--- src/rtl/ex_mem_skid_reg.sv ---
// EX->MEM result register: two-entry skid buffer (main + skid).
// in_ready is a flop so MEM back-pressure never reaches EX combinationally.
module ex_mem_skid_reg #(
  parameter int XLEN = 32,
  parameter int RD_W = 5
) (
  input  logic            clk,
  input  logic            rst_n,
  input  logic            flush,
  input  logic            in_valid,
  output logic            in_ready,
  input  logic [XLEN-1:0] in_pc,
  input  logic [XLEN-1:0] in_alu_result,
  input  logic            in_alu_zero,
  input  logic [XLEN-1:0] in_store_data,
  input  logic [RD_W-1:0] in_rd,
  input  logic            in_wb_en,
  input  logic            in_mem_rd,
  input  logic            in_mem_wr,
  input  logic [2:0]      in_funct3,
  output logic            out_valid,
  input  logic            out_ready,
  output logic [XLEN-1:0] out_pc,
  output logic [XLEN-1:0] out_alu_result,
  output logic            out_alu_zero,
  output logic [XLEN-1:0] out_store_data,
  output logic [RD_W-1:0] out_rd,
  output logic            out_wb_en,
  output logic            out_mem_rd,
  output logic            out_mem_wr,
  output logic [2:0]      out_funct3,
  output logic [1:0]      occupancy
);

  typedef struct packed {
    logic [XLEN-1:0] pc;
    logic [XLEN-1:0] res;
    logic            zero;
    logic [XLEN-1:0] sd;
    logic [RD_W-1:0] rd;
    logic            wb_en;
    logic            mem_rd;
    logic            mem_wr;
    logic [2:0]      funct3;
  } pay_t;

  typedef enum logic [1:0] {
    EMPTY = 2'd0,
    BUSY  = 2'd1,
    FULL  = 2'd2
  } state_t;

  state_t state_q, state_d;
  pay_t   main_q, main_d;
  pay_t   skid_q, skid_d;
  logic   rdy_q, rdy_d;
  pay_t   in_pay;
  logic   accept;
  logic   take;

  assign in_pay = '{
    pc:     in_pc,
    res:    in_alu_result,
    zero:   in_alu_zero,
    sd:     in_store_data,
    rd:     in_rd,
    wb_en:  in_wb_en,
    mem_rd: in_mem_rd,
    mem_wr: in_mem_wr,
    funct3: in_funct3
  };

  assign accept = in_valid & rdy_q;
  assign take   = (state_q != EMPTY) & out_ready;

  always_comb begin
    state_d = state_q;
    main_d  = main_q;
    skid_d  = skid_q;
    unique case (state_q)
      EMPTY: begin
        if (accept) begin
          main_d  = in_pay;
          state_d = BUSY;
        end
      end
      BUSY: begin
        unique case (1'b1)
          accept & take:  main_d = in_pay;
          accept & !take: begin
            skid_d  = in_pay;
            state_d = FULL;
          end
          !accept & take: state_d = EMPTY;
          default:        state_d = BUSY;
        endcase
      end
      FULL: begin
        if (take) begin
          main_d  = skid_q;
          state_d = BUSY;
        end
      end
      default: state_d = EMPTY;
    endcase
    // flush wins over any accept/take; payload may stay stale
    if (flush) begin
      state_d = EMPTY;
      main_d  = main_q;
      skid_d  = skid_q;
    end
    rdy_d = (state_d != FULL);
  end

  always_ff @(posedge clk or negedge rst_n) begin
    if (!rst_n) begin
      state_q <= EMPTY;
      main_q  <= '0;
      skid_q  <= '0;
      rdy_q   <= 1'b1;
    end else begin
      state_q <= state_d;
      main_q  <= main_d;
      skid_q  <= skid_d;
      rdy_q   <= rdy_d;
    end
  end

  assign in_ready       = rdy_q;
  assign out_valid      = (state_q != EMPTY);
  assign occupancy      = state_q;
  assign out_pc         = main_q.pc;
  assign out_alu_result = main_q.res;
  assign out_alu_zero   = main_q.zero;
  assign out_store_data = main_q.sd;
  assign out_rd         = main_q.rd;
  assign out_wb_en      = main_q.wb_en;
  assign out_mem_rd     = main_q.mem_rd;
  assign out_mem_wr     = main_q.mem_wr;
  assign out_funct3     = main_q.funct3;

endmodule

--- config.mk ---
export PLATFORM = sky130hd
export DESIGN_NAME = ex_mem_skid_reg
export DESIGN_NICKNAME = d
export VERILOG_FILES = /design/src/rtl/ex_mem_skid_reg.sv
export SDC_FILE = /design/constraint.sdc
export NUM_CORES = 1
export LEC_CHECK = 0
export ABC_AREA = 1
export BUFFER_PORTS_ARGS = -buffer_cell sky130_fd_sc_hd__clkbuf_2
export CAP_MARGIN = 20
export CORE_ASPECT_RATIO = 1.4
export CORE_MARGIN = 2
export CORE_UTILIZATION = 54
export DETAILED_ROUTE_END_ITERATION = 7
export PLACE_DENSITY = 0.8
export SETUP_SLACK_MARGIN = 0.05
export SYNTH_ARGS = -nofsm -noshare
export SYNTH_HDL_FRONTEND = slang
export SYNTH_SLANG_ARGS = --single-unit
--- constraint.sdc ---
create_clock -name clk -period 1.9 [get_ports clk]
set_input_delay 0.38 -clock clk [delete_from_list [all_inputs] [get_ports clk]]
set_output_delay 0.38 -clock clk [all_outputs]
set_load 0.005 [all_outputs]
==> summary.md <==
| Metric | Value |
|---|---|
| Routability Congestion | `0.820` |
| Final number of max-transition violations | `0` |
| Fraction of synthesized cell area taken by the top area cell type | `57.2%` |
| Proportion of synthesized flip-flops having asynchronous set or reset | `100%` |
| Power density cells | `approximately 1100 nW/um^2` |
| Per-cell via count in the routed design | `about 5.0` |
| Number of H-tree branching levels | `1` |
| Arrival time reported for the critical path endpoint | `between 2 and 2.5 ns` |
| Insertion delay to the later sink of the worst-skew pair | `0.48 ns` |
| Tightest slew margin relative to the limit | `between 60% and 70%` |
| Floorplan core area | `about 17000 um^2` |
| Cell taking the most area after synthesis | `dfrtp_1` |
| Synthesized area per cell | `around 8.0 um^2` |
| Crit path cell chain | `nand2_1 -> inv_2 -> ha_1 -> inv_1 -> nand3_1 -> nand2_1 -> nor2_4 -> buf_12 -> clkbuf_16 -> nand2_1 -> nand2_1` |
| Standby leakage power | `6.82 nW` |
| Cell count after synthesis | `roughly 1200` |
| Final HPWL from detailed placement | `about 15000 um` |
| Status | `finished clean` |
| Required time at the worst-slack endpoint | `2.32 ns` |
| Count of vias placed by the detailed router | `8251` |
| Netlist Area Pre-Place | `9540 um^2` |
| Iter 0 DRT Violations | `626` |
| Detailed-router iteration count before antenna repair | `5` |
| Combinational family with the most area after synthesis | `simple AND/OR/NAND/NOR gates` |
| Slack of the critical path | `0.127 ns` |
| Worst Setup End Kind | `register` |
| Diodes inserted | `0` |
| Routed len/inst | `~14 um` |
| CTS sink count | `219` |
| Total routed wirelength | `approximately 23000 um` |
| Post-synthesis register bit count | `219` |
| Die Height | `161 um` |
| TritonCTS clock tree | `done` |
| Master of the slowest instance on the critical path | `dfstp_2` |
| Global Route Usage Sum | `24.7%` |
| Post-synth top cells | `445 x nand2_1, 218 x dfrtp_1, 117 x inv_1, 112 x nor2_1, 109 x a21oi_1` |
| Worst hold path type | `input pin to register` |
| Complex-gate fraction of the synthesized area | `11.4%` |
| Syn nets | `about 1300` |
| Switching component of the power | `0.00387 W` |
| Most used cell along the critical path | `nand2_1` |
| Number of different library cells in the post-synthesis netlist | `19` |
| Pin slew with the least headroom to its limit | `0.517 ns` |
| Clk Tree Root Cell | `clkbuf_16` |
| Total clock buffers created by CTS | `21` |
| Startpoint types | `register` |
| Setup repair after global routing missed its margin | `true` |
| FP Rows | `57` |
| Relative area change from synthesis to final layout | `23.4%` |
| Combinational cell fraction of total power | `20.0%` |
| Largest buffer count on any clock path | `3` |
| Number of enable flip-flop cells after synthesis | `0` |
| Effective utilization at floorplan | `between 50% and 60%` |
| Final setup fails | `0` |
| Library cell with the highest instance count after synthesis | `nand2_1` |
| Sequential cell area fraction in the yosys report | `57.5%` |
| Number of port buffers | `224` |
| Clk pin slew, worst setup/hold paths | `0.06 ns` |
| Synth Area in Adders | `0.262%` |
| Worst hold slack | `between 0.1 and 0.15 ns` |
| Number of global-route vias before repair | `7950` |
| Prevailing post-synth register cell | `dfrtp_1` |
| Cell-internal power | `0.00948 W` |
| Warning count from the yosys run | `0` |
| Critical path start-end classification | `register to register` |
| Global-route wire length before repair | `between 30000 and 40000 um` |
| Peak fanout along the critical path | `20` |
| Largest cells by area after synthesis | `dfrtp_1 57%, nand2_1 18%, a21oi_1 5.7%` |
| Tmin final | `1.77 ns` |
| Xor and xnor area share after synthesis | `0%` |
| Congestion Overflow GR | `0` |
| Maximum number of pins on one net before global-route repair | `77` |
| Post-Synth Simple-Gate Area | `22.6%` |
| Portion of total power attributed to the clock network | `about 30%` |
| Mux contribution to synthesized area | `0%` |
| Overall power after layout | `between 0.01 and 0.015 W` |
| Remaining DRCs | `0` |
| Flop pwr share | `49.7%` |
| Net count of the finished layout | `roughly 1500` |
| Number of antenna-violating nets in the routed design | `0` |
| Slowest cell delay on critical path | `0.53 ns` |
| Die outline area | `approximately 19000 um^2` |
| Cells on worst reg2reg path | `11` |
| Placement-stage worst setup slack | `between 0.09 and 0.1 ns` |
| Highest achievable clock rate | `564 MHz` |
| Max IR drop VDD | `0.749 mV` |
| Final Hold Vio Count | `0` |
| Die W | `116 um` |
| Final worst path period share | `93.3%` |
| Utilization after layout | `between 60% and 70%` |
| I/O Pins | `225` |
| Setup Skew | `0.0126 ns` |
| Layout cell share with drive strength beyond 1 | `20.7%` |
| Worst hold path cell count | `3` |
| Fraction of power spent switching nets | `29.0%` |
| Number of maximum-capacitance violations | `0` |
| Number of antenna violations at the first check in global routing | `0` |
## cell families after synthesis
kind of cell	count (synthesis)
AO/OA/AOI/OAI	217
adder cells (fa/ha/maj)	2
buffers and inverters	188
flip-flops	219
AND/OR/NAND/NOR	566
## registers in the layout, indices dropped and copies added (netlist names)
signal	flops
in_ready	1
out_mem_wr	1
out_funct3	3
out_mem_rd	1
skid_q	108
occupancy	2
out_wb_en	1
out_store_data	32
out_alu_result	32
out_rd	5
out_pc	32
out_alu_zero	1
## cell usage in the layout (no fill, tap or decap)
cell type / count
buf_4: 13
clkbuf_8: 5
bufinv_16: 1
nand2_1: 445
clkbuf_2: 223
buf_8: 1
nand3_4: 1
o21ai_0: 108
inv_1: 116
nand2_8: 1
nand2_4: 1
inv_2: 4
a21oi_1: 109
clkinv_2: 1
clkbuf_16: 23
dfrtp_1: 218
dfstp_2: 1
clkbuf_1: 7
nor2_1: 112
buf_16: 2
buf_12: 13
nand3_1: 4
nor2_4: 1
ha_1: 2
nand2_2: 1
dlygate4sd3_1: 1
## routing by layer
layer	vias to the layer above	share of wire (%)	GRT usage, %
met5	-	0	0
met4	0	3.8	9.31
met3	56	6.0	4.02
met2	269	50	41.8
met1	3855	40	31.8
li1	4071	-	-
## cell type report
class	count	area, um^2
Fill cell	1457	5560
Sequential cell	219	5480
Multi-Input combinational cell	785	3290
Timing Repair Buffer	255	1600
Clock buffer	33	621
Inverter	120	450
Tap cell	236	295
Clock inverter	2	35.0
## final timing paths
path	to	start	slack, ns
min in group asynchronous	skid_q[17]	rst_n	0.42
hold / removal	skid_q[64]	in_alu_result[20]	0.15
hold reg to reg	out_alu_result[23]	out_alu_result[23]	0.47
max in group asynchronous	in_ready	rst_n	0.79
setup / recovery	out_pc[31]	in_ready	0.13
setup reg to reg	out_pc[31]	in_ready	0.13
## through the flow
step	std cells	cell area, um^2	TNS (ns)
after floorplan	1192	9540	0
after global placement	1611	11000	0
after detailed placement	1611	11000	0
after CTS	1647	11700	0
after global routing	1650	11800	-0.0112
final	1650	11800	0
## critical path: cells and delay by family, from the launching register on
family / cells / cell delay, ns
fa+ha+maj: 1 / 0.17
buf+inv: 4 / 0.51
flops: 1 / 0.53
simple gates: 6 / 0.50
## what timing repair did
item,CTS,global route
hold buffers,1,0
resized for setup,0,3
endpoints found under the setup margin,0,104
hold endpoints to repair,54,0
buffers inserted,0,1
## power by group through the flow
| stage | logic (W) | registers (W) | clock network (W) |
|---|---|---|---|
| 5_1_grt | 0.00308 | 0.00678 | 0.00433 |
| 2_1_floorplan | 0.00138 | 0.00659 | 0 |
| 4_1_cts | 0.00266 | 0.00663 | 0.00414 |
| 3_3_place_gp | 0.00251 | 0.00665 | 0 |
| 6_report | 0.00266 | 0.00664 | 0.00404 |
| 3_5_place_dp | 0.00264 | 0.00669 | 0 |
No activity file was read; power rests on OpenSTA's default activity.
